File: src/rtl/mem_stage_pkg.sv
// Shared types and constants for the zerocore memory-access stage.
// Width codes follow funct3[1:0] of RV64I loads and stores.
package mem_stage_pkg;

    localparam int unsigned XLEN_DEF = 64;
    localparam int unsigned RD_W_DEF = 5;

    localparam logic [1:0] LS_B = 2'b00;
    localparam logic [1:0] LS_H = 2'b01;
    localparam logic [1:0] LS_W = 2'b10;
    localparam logic [1:0] LS_D = 2'b11;

    typedef enum logic {
        StIdle,
        StBusy
    } mem_state_e;

    // Unshifted per-bit byte-enable mask for an access of the given width.
    function automatic logic [63:0] size_mask(input logic [1:0] size);
        logic [63:0] m;
        m = '1;
        case (size)
            LS_B:    m = 64'h0000_0000_0000_00ff;
            LS_H:    m = 64'h0000_0000_0000_ffff;
            LS_W:    m = 64'h0000_0000_ffff_ffff;
            default: m = '1;
        endcase
        return m;
    endfunction

endpackage

File: src/rtl/mem_stage_lsu_align.sv
// Combinational lane logic: store mask/shift, load extract/extend, misalign detect.
// Request side uses the incoming instruction; response side uses the latched load info.
module mem_stage_lsu_align
    import mem_stage_pkg::*;
(
    input  logic [2:0]  i_ex_funct3,
    input  logic [2:0]  i_ex_off,
    input  logic [63:0] i_ex_wdata,
    output logic        o_misalign,
    output logic [63:0] o_st_wmask,
    output logic [63:0] o_st_wdata,
    input  logic [2:0]  i_rsp_funct3,
    input  logic [2:0]  i_rsp_off,
    input  logic [63:0] i_rsp_rdata,
    output logic [63:0] o_ld_data
);

    logic [5:0]  w_st_sh;
    logic [5:0]  w_ld_sh;
    logic [63:0] w_ld_lane;
    logic        w_ld_signed;

    assign w_st_sh    = {i_ex_off, 3'b000};
    assign o_st_wmask = size_mask(i_ex_funct3[1:0]) << w_st_sh;
    assign o_st_wdata = i_ex_wdata << w_st_sh;

    always_comb begin
        o_misalign = 1'b0;
        unique case (i_ex_funct3[1:0])
            LS_B: o_misalign = 1'b0;
            LS_H: o_misalign = i_ex_off[0];
            LS_W: o_misalign = |i_ex_off[1:0];
            LS_D: o_misalign = |i_ex_off;
        endcase
    end

    assign w_ld_sh     = {i_rsp_off, 3'b000};
    assign w_ld_lane   = i_rsp_rdata >> w_ld_sh;
    // funct3[2] set selects the unsigned variants (LBU/LHU/LWU).
    assign w_ld_signed = ~i_rsp_funct3[2];

    always_comb begin
        o_ld_data = w_ld_lane;
        unique case (i_rsp_funct3[1:0])
            LS_B: o_ld_data = {{56{w_ld_signed & w_ld_lane[7]}}, w_ld_lane[7:0]};
            LS_H: o_ld_data = {{48{w_ld_signed & w_ld_lane[15]}}, w_ld_lane[15:0]};
            LS_W: o_ld_data = {{32{w_ld_signed & w_ld_lane[31]}}, w_ld_lane[31:0]};
            LS_D: o_ld_data = w_ld_lane;
        endcase
    end

endmodule

File: src/rtl/mem_stage.sv
// Memory-access stage: issues loads/stores over a req/ack RAM handshake and
// forwards non-memory results to write-back, stalling EX while an access is open.
module mem_stage
    import mem_stage_pkg::*;
#(
    parameter int unsigned XLEN = XLEN_DEF,
    parameter int unsigned RD_W = RD_W_DEF
) (
    input  logic            clk,
    input  logic            rst,
    input  logic            ex_valid,
    input  logic            ex_load,
    input  logic            ex_store,
    input  logic [2:0]      ex_funct3,
    input  logic [XLEN-1:0] ex_res,
    input  logic [XLEN-1:0] ex_wdata,
    input  logic            ex_rd_en,
    input  logic [RD_W-1:0] ex_rd_addr,
    output logic            stall,
    output logic            ram_req,
    output logic            ram_we,
    output logic [XLEN-1:0] ram_addr,
    output logic [XLEN-1:0] ram_wmask,
    output logic [XLEN-1:0] ram_wdata,
    input  logic [XLEN-1:0] ram_rdata,
    input  logic            ram_ack,
    output logic            wb_valid,
    output logic            wb_rd_en,
    output logic [RD_W-1:0] wb_rd_addr,
    output logic [XLEN-1:0] wb_data,
    output logic            wb_misalign
);

    mem_state_e      r_state;
    mem_state_e      w_state_nxt;
    logic            w_accept;
    logic            w_is_mem;
    logic            w_misalign;
    logic [XLEN-1:0] w_st_wmask;
    logic [XLEN-1:0] w_st_wdata;
    logic [XLEN-1:0] w_ld_data;

    logic            r_ram_req;
    logic            r_ram_we;
    logic [XLEN-1:0] r_ram_addr;
    logic [XLEN-1:0] r_ram_wmask;
    logic [XLEN-1:0] r_ram_wdata;
    logic [2:0]      r_ld_funct3;
    logic [2:0]      r_ld_off;
    logic            r_load;
    logic            r_rd_en;
    logic [RD_W-1:0] r_rd_addr;

    logic            r_wb_valid;
    logic            r_wb_rd_en;
    logic [RD_W-1:0] r_wb_rd_addr;
    logic [XLEN-1:0] r_wb_data;
    logic            r_wb_misalign;

    assign w_is_mem = ex_load | ex_store;

    mem_stage_lsu_align u_lsu_align (
        .i_ex_funct3  (ex_funct3),
        .i_ex_off     (ex_res[2:0]),
        .i_ex_wdata   (ex_wdata),
        .o_misalign   (w_misalign),
        .o_st_wmask   (w_st_wmask),
        .o_st_wdata   (w_st_wdata),
        .i_rsp_funct3 (r_ld_funct3),
        .i_rsp_off    (r_ld_off),
        .i_rsp_rdata  (ram_rdata),
        .o_ld_data    (w_ld_data)
    );

    always_ff @(posedge clk or posedge rst) begin
        if (rst) begin
            r_state <= StIdle;
        end else begin
            r_state <= w_state_nxt;
        end
    end

    always_comb begin
        w_state_nxt = r_state;
        w_accept    = 1'b0;
        unique case (r_state)
            StIdle: begin
                if (ex_valid) begin
                    w_accept = 1'b1;
                    if (w_is_mem && !w_misalign) begin
                        w_state_nxt = StBusy;
                    end
                end
            end
            StBusy: begin
                if (ram_ack) begin
                    w_state_nxt = StIdle;
                end
            end
        endcase
    end

    // Request registers: loaded on an aligned accept, held untouched until ack.
    always_ff @(posedge clk or posedge rst) begin
        if (rst) begin
            r_ram_req   <= 1'b0;
            r_ram_we    <= 1'b0;
            r_ram_addr  <= '0;
            r_ram_wmask <= '0;
            r_ram_wdata <= '0;
            r_ld_funct3 <= '0;
            r_ld_off    <= '0;
            r_load      <= 1'b0;
            r_rd_en     <= 1'b0;
            r_rd_addr   <= '0;
        end else if (w_accept && w_is_mem && !w_misalign) begin
            r_ram_req   <= 1'b1;
            r_ram_we    <= ex_store;
            r_ram_addr  <= {ex_res[XLEN-1:3], 3'b000};
            r_ram_wmask <= ex_store ? w_st_wmask : '0;
            r_ram_wdata <= ex_store ? w_st_wdata : '0;
            r_ld_funct3 <= ex_funct3;
            r_ld_off    <= ex_res[2:0];
            r_load      <= ~ex_store;
            r_rd_en     <= ex_rd_en;
            r_rd_addr   <= ex_rd_addr;
        end else if (r_state == StBusy && ram_ack) begin
            r_ram_req <= 1'b0;
            r_ram_we  <= 1'b0;
        end
    end

    always_ff @(posedge clk or posedge rst) begin
        if (rst) begin
            r_wb_valid    <= 1'b0;
            r_wb_rd_en    <= 1'b0;
            r_wb_rd_addr  <= '0;
            r_wb_data     <= '0;
            r_wb_misalign <= 1'b0;
        end else begin
            r_wb_valid    <= 1'b0;
            r_wb_misalign <= 1'b0;
            if (w_accept && !w_is_mem) begin
                r_wb_valid   <= 1'b1;
                r_wb_rd_en   <= ex_rd_en;
                r_wb_rd_addr <= ex_rd_addr;
                r_wb_data    <= ex_res;
            end else if (w_accept && w_misalign) begin
                r_wb_valid    <= 1'b1;
                r_wb_misalign <= 1'b1;
                r_wb_rd_en    <= 1'b0;
                r_wb_rd_addr  <= ex_rd_addr;
                r_wb_data     <= '0;
            end else if (r_state == StBusy && ram_ack) begin
                r_wb_valid   <= 1'b1;
                r_wb_rd_en   <= r_load & r_rd_en;
                r_wb_rd_addr <= r_rd_addr;
                r_wb_data    <= r_load ? w_ld_data : '0;
            end
        end
    end

    assign stall       = (r_state == StBusy);
    assign ram_req     = r_ram_req;
    assign ram_we      = r_ram_we;
    assign ram_addr    = r_ram_addr;
    assign ram_wmask   = r_ram_wmask;
    assign ram_wdata   = r_ram_wdata;
    assign wb_valid    = r_wb_valid;
    assign wb_rd_en    = r_wb_rd_en;
    assign wb_rd_addr  = r_wb_rd_addr;
    assign wb_data     = r_wb_data;
    assign wb_misalign = r_wb_misalign;

endmodule

File: config.mk
export PLATFORM = sky130hd
export DESIGN_NAME = mem_stage
export DESIGN_NICKNAME = d
export VERILOG_FILES = /design/src/rtl/mem_stage_pkg.sv /design/src/rtl/mem_stage_lsu_align.sv /design/src/rtl/mem_stage.sv
export SDC_FILE = /design/constraint.sdc
export NUM_CORES = 1
export LEC_CHECK = 0
export CAP_MARGIN = 10
export CORE_ASPECT_RATIO = 0.75
export CORE_MARGIN = 3
export CORE_UTILIZATION = 25
export DETAILED_ROUTE_END_ITERATION = 12
export GPL_TIMING_DRIVEN = 0
export HOLD_SLACK_MARGIN = 0.08
export PLACE_DENSITY_LB_ADDON = 0.3
export SYNTH_ARGS = -nofsm -noshare
export SYNTH_HDL_FRONTEND = slang
export SYNTH_SLANG_ARGS = --single-unit
File: constraint.sdc
create_clock -name clk -period 9.1 [get_ports clk]
set_input_delay 2.275 -clock clk [delete_from_list [all_inputs] [get_ports clk]]
set_output_delay 2.275 -clock clk [all_outputs]
set_load 0.01 [all_outputs]
==> results.toml <==
[critical_path]
start_kind = "primary input"
r2r_setup_slack_ns = 5.98
crit_chain = "clkdlybuf4s50_1 > clkbuf_1 > clkinv_1 > nand2b_1 > clkbuf_1 > clkbuf_1 > o21ai_0"
critPathBufInv = 5
cp.required_ns = 9.51
cpMaxStageDelayCell = "clkbuf_1"
cp_data_arrival_time_ns = 5.33
max_stage_delay_ns = 0.57
crit_type = "in -> reg"
r2r_cells = 7
cp_top_family = "buffers and inverters"
r2r_start = "r_ld_off[0]"
r2r-end = "wb_data[25]"
cpMostUsedCell = "clkbuf_1"
crit_path_end_kind = "flop"
cp_max_fo = 10

[synthesis]
synth_top_family_by_area = "multiplexers"
synth_simple_gate_area_frac = 0.08838
synth_xor_area_frac = 0
yosysWarnings = 0
syn-cell-area_um2 = 12830
yosys.area_share.adder = 0
ys_seq_area_frac = 0.4312
yosysMostFrequentCell = "dfrtp_1"
yosysUniqueCellTypes = 55
synth-compound-area-share = 0.1927
ys_async_sr_fraction = 1.000
netlist.area_leader.share = 0.4312
synth_edf_count = 0
yosys_most_used_dff = "dfrtp_1"
synth_commonest_cells = "dfrtp_1, nand2_1, mux2i_1"
synth_cells = 1263
synthMuxAreaShare = 0.2113
synth_top_area_cell = "dfrtp_1"
avgSynthCellArea_um2 = 10.16
synth_area_leaders = "dfrtp_1, mux2i_1, mux2_2, mux4_2, nand2_1"
ys_seq_elements = 221

[final_layout]
drive_gt1_frac = 0.1557
areaGrowthSynthToFinish_pct = 50.86
final_area_um2 = 19350
final_util = 0.3835
nets = 1972

[place]
place_congestion = 0.9773
io_buffers = 469
hpwl_um = 51740
dpl_cell_area_um2 = 18390

[clock_network]
numCtsBuffers = 28
clkSlewWorstSetupHoldPaths_ns = 0.06
clock_path_buffers = 3
ctsHoldBuffers = 0
cts-root-buf = "clkbuf_16"
cts_sinks = 221
ctsResizeCount = 0
cts_tree = "done"
cts_setup_buffers = 0
clkLatencyLatePin_ns = 0.58
htree_levels = 1

[global_route]
grt_max_degree = 115
antenna_found_initial = 13
grt_util_all_layers = 0.2318
grt_pass1_wl_um = 92170
overflow = 0
grt_pass1_vias = 12647

[sta]
rsz0062_at_grt = "no"
fmaxAchievable_ghz = 0.2033
slew_violations = 0
slew_headroom = 0.2687
period_needed_ns = 4.919
tightest_slew_ns = 1.097
skew_ns = 0.03223
finalCritPeriodShare = 0.5406
setup_tns_ns = 0
hold_violations = 0
setup_viol = 0

[route]
highest_layer = "met4"
drt_iter0_drc = 1267
routedWlPerCell_um = 26.46
viasPerCell = 5.163
m1WireLength_um = 29700
drc = 0
drtAntennaViolNets = 0
dr_wl_met2_um = 27760
drt-total-wl_um = 64910
first_pass_iters = 5
wl_met3_um = 5936
vias = 12665

[flow_run]
maxCapViolCount = 0

[min_path]
hold_start = "wb_rd_addr[0]"
hp-class = "reg -> reg"
hold_depth = 2
hold_path_end = "wb_rd_addr[0]"

[floorplan]
io_pins = 474
num_rows = 71
die-area_um2 = 54090
coreArea_um2 = 50460
die_w_um = 267.5
die_h_um = 202.2
initial_core_util = 0.2542

[outcome]
outcome = "completed"

[power_and_ir_drop]
power_density_nw_per_um2 = 250.6
p_leak_nw = 8.064
finalPower_mw = 4.849
irDropWorstVdd_uv = 169.7
[cell families after synthesis]
family / count (synthesis)
simple gates: 261
flops: 221
buf+inv: 185
mux: 219
compound gates: 376
other cells: 1
[final cells by class]
type / count / area [um^2]
inverter: 15 / 63.81
timing repair buffer: 470 / 4722
multi-input combinational: 859 / 6326
antenna: 11 / 27.53
fill: 5052 / 31110
buffer: 170 / 920.9
clock buffer: 33 / 769.5
sequential: 221 / 5530
clock inverter: 17 / 167.7
tap: 657 / 822.0
[layer usage]
metal  vias up  global-route usage
met1      6444              0.3411
met4         0             0.05158
met5         -                   0
met3        73             0.06134
li1       5559                   -
met2       589              0.3388
[stage by stage]
step                      instances  setup slack (ns)  hold WS, ns
after detailed placement       2392             3.673       0.4696
after floorplan                1265            0.7756       0.4787
after global placement         2391            -2.575       0.4640
final                          2453             4.181       0.4816
after global routing           2452             3.951       0.5108
after CTS                      2442             4.238       0.4840
[placed cells by master, fill, tap and decap left out, types with 5 or more instances in the layout]
cell / netlist / routed
a211o_1: 8 / 8
a211oi_1: 8 / 8
a21boi_0: 6 / 6
a21o_1: 13 / 13
a21oi_1: 64 / 64
a22o_1: 18 / 18
a22oi_1: 31 / 31
a2bb2oi_1: 22 / 22
a31o_2: 7 / 7
and3_1: 24 / 24
buf_1: 8 / 8
buf_2: 33 / 33
buf_4: 60 / 60
clkbuf_1: 66 / 66
clkbuf_16: 0 / 28
clkbuf_8: 0 / 5
clkdlybuf4s50_1: 0 / 469
clkinv_2: 0 / 7
dfrtp_1: 221 / 221
diode_2: 0 / 11
inv_1: 13 / 12
mux2_2: 83 / 83
mux2i_1: 102 / 102
mux4_2: 33 / 33
nand2_1: 139 / 139
nand2b_1: 6 / 6
nor2_1: 65 / 65
nor2b_1: 12 / 12
o211a_1: 8 / 8
o211ai_1: 13 / 13
o21a_1: 18 / 18
o21ai_0: 94 / 94
o21ai_1: 21 / 21
o22ai_1: 26 / 26
o2bb2ai_1: 8 / 8
[worst min-delay path, cell delays in order, from the launching register on]
cell and delay [ns]:
dfrtp_1 0.34, nand2_1 0.04, o21ai_0 0.06
[registers in the layout (all words and copies together) (netlist names)]
signal,flops
wb_data,64
stall,1
wb_rd_en,1
r_load,1
ram_wmask,8
ram_we,1
r_rd_addr,5
ram_addr,61
r_rd_en,1
r_ld_funct3,3
wb_valid,1
ram_req,1
r_ld_off,3
ram_wdata,64
wb_misalign,1
wb_rd_addr,5
[power by group]
group	switching, mW	internal [mW]	total [mW]
clock network	0.474	0.662	1.14
logic	1.15	1.12	2.27
registers	0.179	1.26	1.44
total	1.80	3.05	4.85
[how the worst max path moves through the flow]
stage                      start        endpoint  slack (ns)  depth (start not counted)
floorplan                    rst  r_ld_funct3[0]        0.78                          1
global placement             rst    ram_addr[40]       -2.57                          2
detailed placement  ex_funct3[0]    ram_addr[53]        3.67                          7
CTS                 ex_funct3[0]    ram_addr[52]        4.24                          7
global route           ex_res[2]   ram_wdata[18]        3.95                          7
finish                 ex_res[2]   ram_wdata[18]        4.18                          7
No activity file was read; power rests on OpenSTA's default activity.
